===== config.mk =====
export PLATFORM = sky130hd
export DESIGN_NAME = sseg_capture
export DESIGN_NICKNAME = d
export VERILOG_FILES = /design/src/rtl/sseg_capture.sv
export SDC_FILE = /design/constraint.sdc
export NUM_CORES = 1
export LEC_CHECK = 0
export CAP_MARGIN = 5
export CORE_MARGIN = 2
export CORE_UTILIZATION = 60
export DETAILED_ROUTE_END_ITERATION = 8
export GPL_ROUTABILITY_DRIVEN = 0
export PLACE_DENSITY = 0.92
export SLEW_MARGIN = 40
export SYNTH_ARGS = -nofsm -noshare
export SYNTH_HDL_FRONTEND = slang
export SYNTH_SLANG_ARGS = --single-unit

===== constraint.sdc =====
create_clock -name clk -period 3 [get_ports clk]
set_input_delay 0.3 -clock clk [delete_from_list [all_inputs] [get_ports clk]]
set_output_delay 0.3 -clock clk [all_outputs]
set_load 0.01 [all_outputs]

===== src/rtl/sseg_capture.sv =====
// sseg_capture: receive-side monitor for a multiplexed, active-low seven-segment bus.
// Waits for each anode code to dwell stably, then decodes the segment pattern back
// to a hex nibble. It assembles four digits into a 16-bit word and pulses valid
// once per complete scan frame.
// Optional feature: define SSEG_CAPTURE_DP_EN to add decimal-point capture
// (dp input, dp_out output).
module sseg_capture #(
   parameter int unsigned STABLE = 4   // dwell length in registered cycles, 2..255
) (
   input  logic        clk,
   input  logic        rst,
   input  logic [3:0]  an,
   input  logic [6:0]  sseg,
`ifdef SSEG_CAPTURE_DP_EN
   input  logic        dp,
   output logic [3:0]  dp_out,
`endif
   output logic [15:0] value,
   output logic        valid,
   output logic        frame_err,
   output logic [3:0]  seen
);

   localparam logic [7:0] STABLE_C  = 8'(STABLE);
   localparam logic [7:0] STABLE_M1 = 8'(STABLE - 1);

   // Input stage
   logic [3:0]  r_an_q;
   logic [6:0]  r_sseg_q;

   // Dwell tracking
   logic [7:0]  r_cnt;

   // Frame assembly
   logic [15:0] r_slots;
   logic [3:0]  r_seen;
   logic        r_bad;

   // Registered outputs
   logic [15:0] r_value;
   logic        r_valid;
   logic        r_frame_err;

   // Combinational helpers
   logic        w_legal;
   logic [1:0]  w_idx;
   logic [3:0]  w_sel;
   logic        w_chg;
   logic        w_sample;
   logic        w_full;
   logic [3:0]  w_nib;
   logic        w_inv;
   logic [3:0]  w_seen_base;
   logic        w_bad_base;

`ifdef SSEG_CAPTURE_DP_EN
   logic        r_dp_q;
   logic [3:0]  r_dp_slot;
   logic [3:0]  r_dp_out;
`endif

   // Register the bus pins once; reset to the blanked/idle pattern
   always_ff @(posedge clk or posedge rst) begin
      if (rst) begin
         r_an_q   <= 4'hF;
         r_sseg_q <= 7'h7F;
`ifdef SSEG_CAPTURE_DP_EN
         r_dp_q   <= 1'b1;
`endif
      end else begin
         r_an_q   <= an;
         r_sseg_q <= sseg;
`ifdef SSEG_CAPTURE_DP_EN
         r_dp_q   <= dp;
`endif
      end
   end

   // Anode legality: exactly one active-low enable, and which digit it selects
   always_comb begin
      w_legal = 1'b1;
      w_idx   = 2'd0;
      case (r_an_q)
         4'b1110: w_idx = 2'd0;
         4'b1101: w_idx = 2'd1;
         4'b1011: w_idx = 2'd2;
         4'b0111: w_idx = 2'd3;
         default: begin
            w_legal = 1'b0;
            w_idx   = 2'd0;
         end
      endcase
   end

   assign w_sel = 4'b0001 << w_idx;

   // A new code is detected on the edge where it enters r_an_q, so the dwell count
   // starts at zero in the first cycle the registered copy holds the new code.
   assign w_chg    = (an != r_an_q);
   assign w_sample = w_legal && !w_chg && (r_cnt == STABLE_M1);
   assign w_full   = (r_seen == 4'hF);

   // Dwell counter: cleared on illegal/changing anode, saturates at STABLE so a
   // single dwell samples at most once
   always_ff @(posedge clk or posedge rst) begin
      if (rst) begin
         r_cnt <= 8'd0;
      end else if (!w_legal || w_chg) begin
         r_cnt <= 8'd0;
      end else if (r_cnt != STABLE_C) begin
         r_cnt <= r_cnt + 8'd1;
      end
   end

   // Segment decode (gfedcba, active-low) back to a hex nibble
   always_comb begin
      w_inv = 1'b0;
      w_nib = 4'h0;
      case (r_sseg_q)
         7'h40: w_nib = 4'h0;
         7'h79: w_nib = 4'h1;
         7'h24: w_nib = 4'h2;
         7'h30: w_nib = 4'h3;
         7'h19: w_nib = 4'h4;
         7'h12: w_nib = 4'h5;
         7'h02: w_nib = 4'h6;
         7'h78: w_nib = 4'h7;
         7'h00: w_nib = 4'h8;
         7'h10: w_nib = 4'h9;
         7'h08: w_nib = 4'hA;
         7'h03: w_nib = 4'hB;
         7'h46: w_nib = 4'hC;
         7'h21: w_nib = 4'hD;
         7'h06: w_nib = 4'hE;
         7'h0E: w_nib = 4'hF;
         default: begin
            w_nib = 4'h0;
            w_inv = 1'b1;
         end
      endcase
   end

   // Frame bookkeeping clears on the completion cycle; a sample in that same cycle
   // (not reachable for STABLE >= 2) would still be kept for the next frame.
   assign w_seen_base = w_full ? 4'h0 : r_seen;
   assign w_bad_base  = w_full ? 1'b0 : r_bad;

   // Slot writes and per-frame seen/bad tracking
   always_ff @(posedge clk or posedge rst) begin
      if (rst) begin
         r_slots <= 16'h0000;
         r_seen  <= 4'h0;
         r_bad   <= 1'b0;
`ifdef SSEG_CAPTURE_DP_EN
         r_dp_slot <= 4'h0;
`endif
      end else begin
         r_seen <= w_seen_base | (w_sample ? w_sel : 4'h0);
         r_bad  <= w_bad_base | (w_sample & w_inv);
         if (w_sample) begin
            r_slots[4*w_idx +: 4] <= w_nib;
`ifdef SSEG_CAPTURE_DP_EN
            r_dp_slot[w_idx] <= ~r_dp_q;
`endif
         end
      end
   end

   // Publish the frame one cycle after the last missing digit is captured
   always_ff @(posedge clk or posedge rst) begin
      if (rst) begin
         r_value     <= 16'h0000;
         r_valid     <= 1'b0;
         r_frame_err <= 1'b0;
`ifdef SSEG_CAPTURE_DP_EN
         r_dp_out    <= 4'h0;
`endif
      end else begin
         r_valid <= w_full;
         if (w_full) begin
            r_value     <= r_slots;
            r_frame_err <= r_bad;
`ifdef SSEG_CAPTURE_DP_EN
            r_dp_out    <= r_dp_slot;
`endif
         end
      end
   end

   assign value     = r_value;
   assign valid     = r_valid;
   assign frame_err = r_frame_err;
   assign seen      = r_seen;
`ifdef SSEG_CAPTURE_DP_EN
   assign dp_out    = r_dp_out;
`endif

endmodule


==> metrics.md, run 1 <==
| Metric | Value |
|---|---|
| Number of nets with antenna violations after detailed routing | `0` |
| Routed vias/inst | `6.059` |
| Congestion Overflow GR | `0` |
| Distinct cells, synth | `55` |
| Num Clock Sinks | `58` |
| Worst min-delay path category | `in2async` |
| Status | `finished clean` |
| Worst slew margin relative to its limit | `between 50% and 60%` |
| Total negative slack for setup checks | `0 ns` |
| Slowest cell delay on critical path | `~0.57 ns` |
| Synthesis-to-layout area growth | `20.37%` |
| Core Footprint | `~0.0047 mm^2` |
| Worst flop-to-flop path startpoint | `r_an_q[3]` |
| Worst-path maximum fanout | `9` |
| Netlist area before placement | `0.002874 mm^2` |
| Post-Synthesis Cells | `282` |
| Total power divided by cell area | `503.0 mW/mm^2` |
| Postcts setup bufs | `0` |
| Sequential cell area in the final layout | `0.001465 mm^2` |
| Highest clock frequency the design can meet | `410.5 MHz` |
| Critical path data required time | `between 3 and 4 ns` |
| Clock Root Buffer | `clkbuf_8` |
| WL final | `6.278 mm` |
| Area of the die | `0.005360 mm^2` |
| Final hold vios | `0` |
| Slowest stage cell on the critical path | `dfstp_2` |
| Total routing resource utilization after global routing | `26.22%` |
| Startpoint of the most critical setup path | `r_an_q[3]` |
| Actual slew at the worst max-slew pin | `0.6414 ns` |
| Endpoint kind of the worst setup timing path | `register` |
| Number of global-route vias before repair | `~2,200` |
| Multi-input gate area in the final layout | `between 0.001 and 0.0015 mm^2` |
| Routed length per instance | `16.74 um` |
| # DRC | `0` |
| Sequence of cells on the critical path | `xor2_1 -> a2111oi_4 -> nor3b_4 -> and3_1 -> mux2_4` |
| Most common cell after layout, fill and taps aside | `nand2_1` |
| TritonCTS clock tree | `yes` |
| LEAKAGE | `1.610 nW` |
| Period Utilization, post-route | `~81%` |
| Number of warning messages in the yosys log | `0` |
| Clock-pin slew reported for the worst setup and hold paths after clock tree synthesis | `0.07 ns` |
| Vias after detailed routing | `2,272` |
| Hold bufs inserted after CTS | `0` |
| # resized after CTS | `0` |
| CP startpoint kind | `register` |
| Max rail drop VDD | `0.4310 mV` |
| H-tree Lvls | `3` |
| Family of cells with the greatest summed delay on the critical path | `simple AND/OR/NAND/NOR gates` |
| Setup Skew | `0.007210 ns` |
| Effective utilization at floorplan | `61.66%` |
| Period minus WS final | `around 2.4 ns` |
| Number of nets in the layout | `337` |
| DPL Wire Length | `a little over 4 mm` |
| Total number of placement rows | `25` |
| RSZ-0062 raised after global routing | `no` |
| Ports placed on the boundary | `35` |
| Antenna violations before repair | `0` |
| Count of flip-flops with a built-in enable after synthesis | `0` |
| Later-pin clock latency in the skew report | `approximately 0.35 ns` |
| Layout filler cell count | `302` |
| Final setup violation count | `0` |
| Proportion of layout cells with a drive suffix above 1 | `15.58%` |
| Cell total after placement | `359` |
| Width of the die | `73.21 um` |
| Final antenna diode count | `0` |
| Detailed Route Iter0 Violations | `174` |
| Number of buffers inserted during clock tree synthesis | `9` |
| Arr. time, crit path | `around 2.7 ns` |
| Deepest clock path buffer count | `2` |
| Number of synthesized register bits | `between 50 and 60` |
| Count of final max-slew check failures | `0` |
| Number of nets produced by synthesis | `303` |
| Sequential area share after synthesis | `50.98%` |
| Top FF cell, synth | `dfrtp_1` |
| Number of standard cells in the final layout excluding fillers | `375` |
| Asr flop ratio synth | `between 90% and 100%` |
| Maximum number of pins on one net before global-route repair | `between 40 and 50` |
| Count of TritonRoute iterations in the first routing pass | `7` |
| Number of max-cap violations | `0` |
| Die Ht | `73.21 um` |
| Commonest non-fill, non-tap cells in the layout | `59 x nand2_1, 47 x dfrtp_1, 34 x clkdlybuf4s50_1` |
| Number of buffers added on ports | `34` |
| Buffers plus inverters on the worst setup path | `0` |
| Wire length of the first global-routing pass | `10.43 mm` |
| Fraction of the core area covered by cells at the end of the flow | `74.23%` |
| Critical Setup Path Class | `reg2reg` |
| Post-synthesis average cell area | `between 10 and 15 um^2` |
stage by stage:
stage,setup WS [ns],hold slack [ns],power (W),cell area (um^2)
CTS,0.5920,0.3429,0.001745,3460
global route,0.4404,0.3426,0.001795,3460
detailed placement,0.3647,0.4620,0.0009287,3232
floorplan,0.9131,0.3045,0.0008923,2874
global placement,0.4694,0.4453,0.0009242,3229
finish,0.5639,0.3384,0.001740,3460
flip-flops by register name (all words and copies together) (netlist names):
signal and count:
value 16, r_slots 16, r_bad 1, r_an_q 4, r_sseg_q 7, valid 1, seen 4, r_cnt 8
frame_err 1
synthesized netlist by cell type (all sizes together), types with 2 or more instances:
| cell | n | area (um^2) |
|---|---|---|
| a2111oi | 3 | 45.05 |
| a21o | 2 | 16.27 |
| a21oi | 3 | 15.01 |
| a22o | 2 | 17.52 |
| a31o | 2 | 17.52 |
| a31oi | 2 | 12.51 |
| a32o | 7 | 70.07 |
| a32oi | 2 | 17.52 |
| and2 | 3 | 21.27 |
| and3 | 7 | 47.54 |
| buf | 5 | 37.53 |
| clkbuf | 8 | 30.03 |
| dfrtp | 47 | 1176 |
| dfstp | 11 | 289.0 |
| ha | 8 | 100.1 |
| inv | 13 | 48.80 |
| mux2 | 6 | 82.58 |
| mux2i | 5 | 50.05 |
| nand2 | 59 | 221.5 |
| nand2b | 3 | 18.77 |
| nand3 | 7 | 35.03 |
| nand3b | 3 | 22.52 |
| nand4 | 7 | 43.79 |
| nor2 | 20 | 75.07 |
| nor2b | 6 | 37.54 |
| nor3 | 3 | 15.01 |
| nor3b | 4 | 41.29 |
| o21ai | 4 | 20.02 |
| o22ai | 2 | 12.51 |
| or3 | 2 | 12.51 |
| or4b | 2 | 20.02 |
| xnor2 | 2 | 17.52 |
| xor2 | 7 | 61.31 |
where the power goes:
group          internal [W]  leakage [nW]  switching, W
Sequential         0.000796         0.746     0.0000200
Clock              0.000474         0.114      0.000349
Combinational     0.0000433         0.750     0.0000579
Total               0.00131          1.61      0.000427
worst paths after layout:
path | to | slack [ns] | depth (start not counted)
max in group asynchronous | frame_err | 2.07 | 3
setup / recovery | r_slots[2] | 0.56 | 5
setup reg to reg | r_slots[2] | 0.56 | 5
min in group clk | r_sseg_q[1] | 0.35 | 1
hold reg to reg | value[13] | 0.48 | 2
hold / removal | r_cnt[3] | 0.34 | 2
layout make-up:
| class | count | area share [%] |
|---|---|---|
| timing repair buffer | 36 | 10.27 |
| clock inverter | 7 | 3.002 |
| sequential | 58 | 42.35 |
| clock buffer | 9 | 3.580 |
| inverter | 13 | 1.483 |
| multi-input combinational | 198 | 37.36 |
| tap | 54 | 1.953 |
kinds of logic (layout without fill, tap and decap cells):
| kind of cell | count (synthesis) | in the layout | share of synthesized area (%) |
|---|---|---|---|
| DFF | 58 | 58 | 50.98 |
| muxes | 11 | 11 | 4.615 |
| adders and majority gates | 8 | 8 | 3.483 |
| buffers and inverters | 26 | 65 | 4.049 |
| and+or+nand+nor | 132 | 132 | 22.99 |
| xor gates and xnor gates | 9 | 9 | 2.743 |
| AOI/OAI and AO/OA | 38 | 38 | 11.15 |
layer usage:
layer	global-route usage (%)	part of all wire, %	wire length, um
met2	41.24	51	3181
met4	12.55	2.7	168
met3	8.287	6.0	374
met5	0	0	0
met1	32.79	41	2552
Note: power is estimated with default switching activity, not from simulation.
==> run 2, diff against run 1 <==
Settings changed: CORE_UTILIZATION 60 to 50, PLACE_DENSITY 0.92 to 0.83.
Clock period 3 ns to 2.03 ns, I/O delays scaled along.
==> run 2 against run 1 <==
  * The run now ends with negative setup slack left
  * Critical path type unchanged
  * Highest routed layer unchanged
  * Sequential cell count is the same
  * Worst hold slack got worse by 0.068 ns
  * Largest cell class unchanged
  * Final area rose by 12%
  * Die area is 19% higher
==> metrics.md, run 2 (synthesis gave the netlist of run 1 again) <==
| Metric | Value |
|---|---|
| Status | `finished, violations left` |
| Failing checks | `negative setup slack` |
| Endpoint kind of the worst setup timing path | `register` |
| Layout filler cell count | `386 (+28%)` |
| Area after detailed placement | `0.003407 mm^2 (+5.4%)` |
| Highest clock frequency the design can meet | `476.9 MHz (+16%)` |
| TritonCTS clock tree | `yes` |
| Count of TritonRoute iterations in the first routing pass | `4 (-3)` |
| Total non-filler cell area in the finished layout | `0.003874 mm^2 (+12%)` |
| Actual slew at the worst max-slew pin | `0.5715 ns (-0.06994 ns)` |
| Number of buffers inserted during clock tree synthesis | `9 (unchanged)` |
| Clock-pin slew reported for the worst setup and hold paths after clock tree synthesis | `0.07 ns (about the same)` |
| Sequential cell area in the final layout | `0.001465 mm^2 (unchanged)` |
| Number of max-cap violations | `0 (unchanged)` |
| Setup Skew | `0.01101 ns (+0.003796 ns)` |
| H-tree Lvls | `3 (unchanged)` |
| Number of global-route vias before repair | `2,227 (+2.1%)` |
| LEAKAGE | `1.765 nW (+9.6%)` |
| Vias after detailed routing | `2,290 (+0.79%)` |
| Most common cell after layout, fill and taps aside | `nand2_1` |
| Detailed Route Iter0 Violations | `122 (-30%)` |
| Final antenna diode count | `0 (unchanged)` |
| Ports placed on the boundary | `35 (unchanged)` |
| Final setup violation count | `7 (+7)` |
| Period Utilization, post-route | `103.3% (+22 points)` |
| Arr. time, crit path | `2.32 ns (-0.36 ns)` |
| Critical path data required time | `2.26 ns (-0.98 ns)` |
| Area of the die | `0.006370 mm^2 (+19%)` |
| Worst slew margin relative to its limit | `61.79% (+5.7 points)` |
| Congestion Overflow GR | `0 (unchanged)` |
| Multi-input gate area in the final layout | `0.001441 mm^2 (+12%)` |
| Routed vias/inst | `5.465 (-9.8%)` |
| Total power divided by cell area | `706.6 mW/mm^2 (+40%)` |
| Worst-path maximum fanout | `6 (-3)` |
| Wire length of the first global-routing pass | `10.27 mm (-1.4%)` |
| WL final | `6.352 mm (+1.2%)` |
| Net switching power | `0.0006330 W (+48%)` |
| Core Footprint | `0.005540 mm^2 (+19%)` |
| Total number of placement rows | `27 (+8.0%)` |
| Internal Pwr Total | `0.002104 W (+60%)` |
| Synthesis-to-layout area growth | `34.78%` |
| DPL Wire Length | `4.188 mm (+3.7%)` |
| CP startpoint kind | `register` |
| Smallest setup slack after layout | `-0.06687 ns (-0.6307 ns)` |
| # DRC | `0 (unchanged)` |
| Commonest non-fill, non-tap cells in the layout | `59 x nand2_1, 47 x dfrtp_1, 34 x clkdlybuf4s50_1` |
| Proportion of layout cells with a drive suffix above 1 | `27.38% (+12 points)` |
| Power share of the sequential group | `44.0% (-2.9 points)` |
| Clk network pwr share | `48.2% (+0.9 points)` |
| Width of the die | `79.82 um (+9.0%)` |
| Count of final max-slew check failures | `0 (unchanged)` |
| Routed length per instance | `15.16 um (-9.4%)` |
| Power share of the combinational group | `7.7% (+1.9 points)` |
| Max rail drop VDD | `0.4995 mV (+16%)` |
| Final hold vios | `0 (unchanged)` |
| Total routing resource utilization after global routing | `21.19% (-5.0 points)` |
| Worst min-delay path category | `in2reg` |
| Register-to-register path setup slack | `-0.07 ns (-0.63 ns)` |
| Dpl ws | `-0.1740 ns (-0.5387 ns)` |
| Number of nets in the layout | `363 (+7.7%)` |
| Num Clock Sinks | `58 (unchanged)` |
| Die Ht | `79.82 um (+9.0%)` |
| Clock Root Buffer | `clkbuf_8` |
| Period minus WS final | `2.097 ns (-0.3393 ns)` |
| Later-pin clock latency in the skew report | `0.34 ns (about the same)` |
| Deepest clock path buffer count | `2 (unchanged)` |
| Effective utilization at floorplan | `51.87% (-9.8 points)` |
| Net switching fraction of the power | `23.13% (-1.4 points)` |
| Maximum number of pins on one net before global-route repair | `52 (+21%)` |
| Number of buffers added on ports | `34 (unchanged)` |
| RSZ-0062 raised after global routing | `yes` |
| Critical Setup Path Class | `reg2reg` |
| Antenna violations before repair | `0 (unchanged)` |
| Hold slack final | `0.2705 ns (-0.06791 ns)` |
| Number of nets with antenna violations after detailed routing | `0 (unchanged)` |
[run 2: cell count changes in the layout (fill, tap and decap cells not counted), moves of 3 or more]
cell / delta
inv_2: +3
xor2_1: -3
ha_1: -3
and3_4: +4
buf_4: +23
[run 2: repair_timing]
action / in CTS / in global routing
buffers inserted: 3 / 5
hold buffers: 0 / 0
pin swaps: 0 / 8
resized for setup: 8 / 23
endpoints found under the setup margin: 7 / 18
[run 2: final timing paths]
| kind | start | cells after the start | end |
|---|---|---|---|
| worst max-delay path | r_an_q[3] | 6 | r_slots[3] |
| worst min-delay path | sseg[5] | 1 | r_sseg_q[5] |
| worst max register to register | r_an_q[3] | 6 | r_slots[3] |
| worst min register to register | r_bad | 2 | frame_err |
| max in group asynchronous | rst | 3 | r_an_q[2] |
| min in group asynchronous | rst | 2 | r_sseg_q[3] |
[run 2: power groups by stage]
stage	logic [W]	registers [W]	clock network (W)
finish	0.000212	0.00120	0.00132
global route	0.000229	0.00121	0.00140
CTS	0.000177	0.00120	0.00134
detailed placement	0.000169	0.00122	0
global placement	0.000164	0.00122	0
floorplan	0.000112	0.00121	0
[run 2: cell type report]
class / count / share of cell area [%]
Sequential cell: 58 / 37.82
Clock inverter: 7 / 3.230
Inverter: 13 / 1.260
Tap cell: 72 / 2.326
Multi-Input combinational cell: 198 / 37.21
Timing Repair Buffer: 62 / 14.95
Clock buffer: 9 / 3.198
[run 2: metal layers]
layer  vias to the layer above  wire length [um]  GRT usage [%]
met4                         0                85          9.661
met1                      1116              2676          25.46
met2                        64              3305          35.63
met3                         8               284          5.543
li1                       1102                 -              -
met5                         -                 0              0
[run 2: worst max-delay path, cell delays in order, from the launching register on]
cell,delay [ns]
dfstp_2,0.58
buf_12,0.13
xor2_4,0.20
mux2i_2,0.14
nor3b_4,0.35
and3_4,0.29
mux2_4,0.30
[run 2: per-stage QoR]
stage          std cells  power [W]  setup TNS (ns)  util (%)
3_5_place_dp         396   0.001393          -1.404     61.50
5_1_grt              419   0.002834          -1.773     69.92
6_report             419   0.002737         -0.3343     69.92
3_3_place_gp         396   0.001386         -0.6347     61.50
2_1_floorplan        282   0.001318               0         -
4_1_cts              415   0.002718               0     66.87
==> run 3, diff against run 2 <==
Settings changed: ABC_CLOCK_PERIOD_IN_PS from default to 2029.
==> results of run 3 <==
Same layout as run 2: the final DEF is identical, and so are final timing and power.
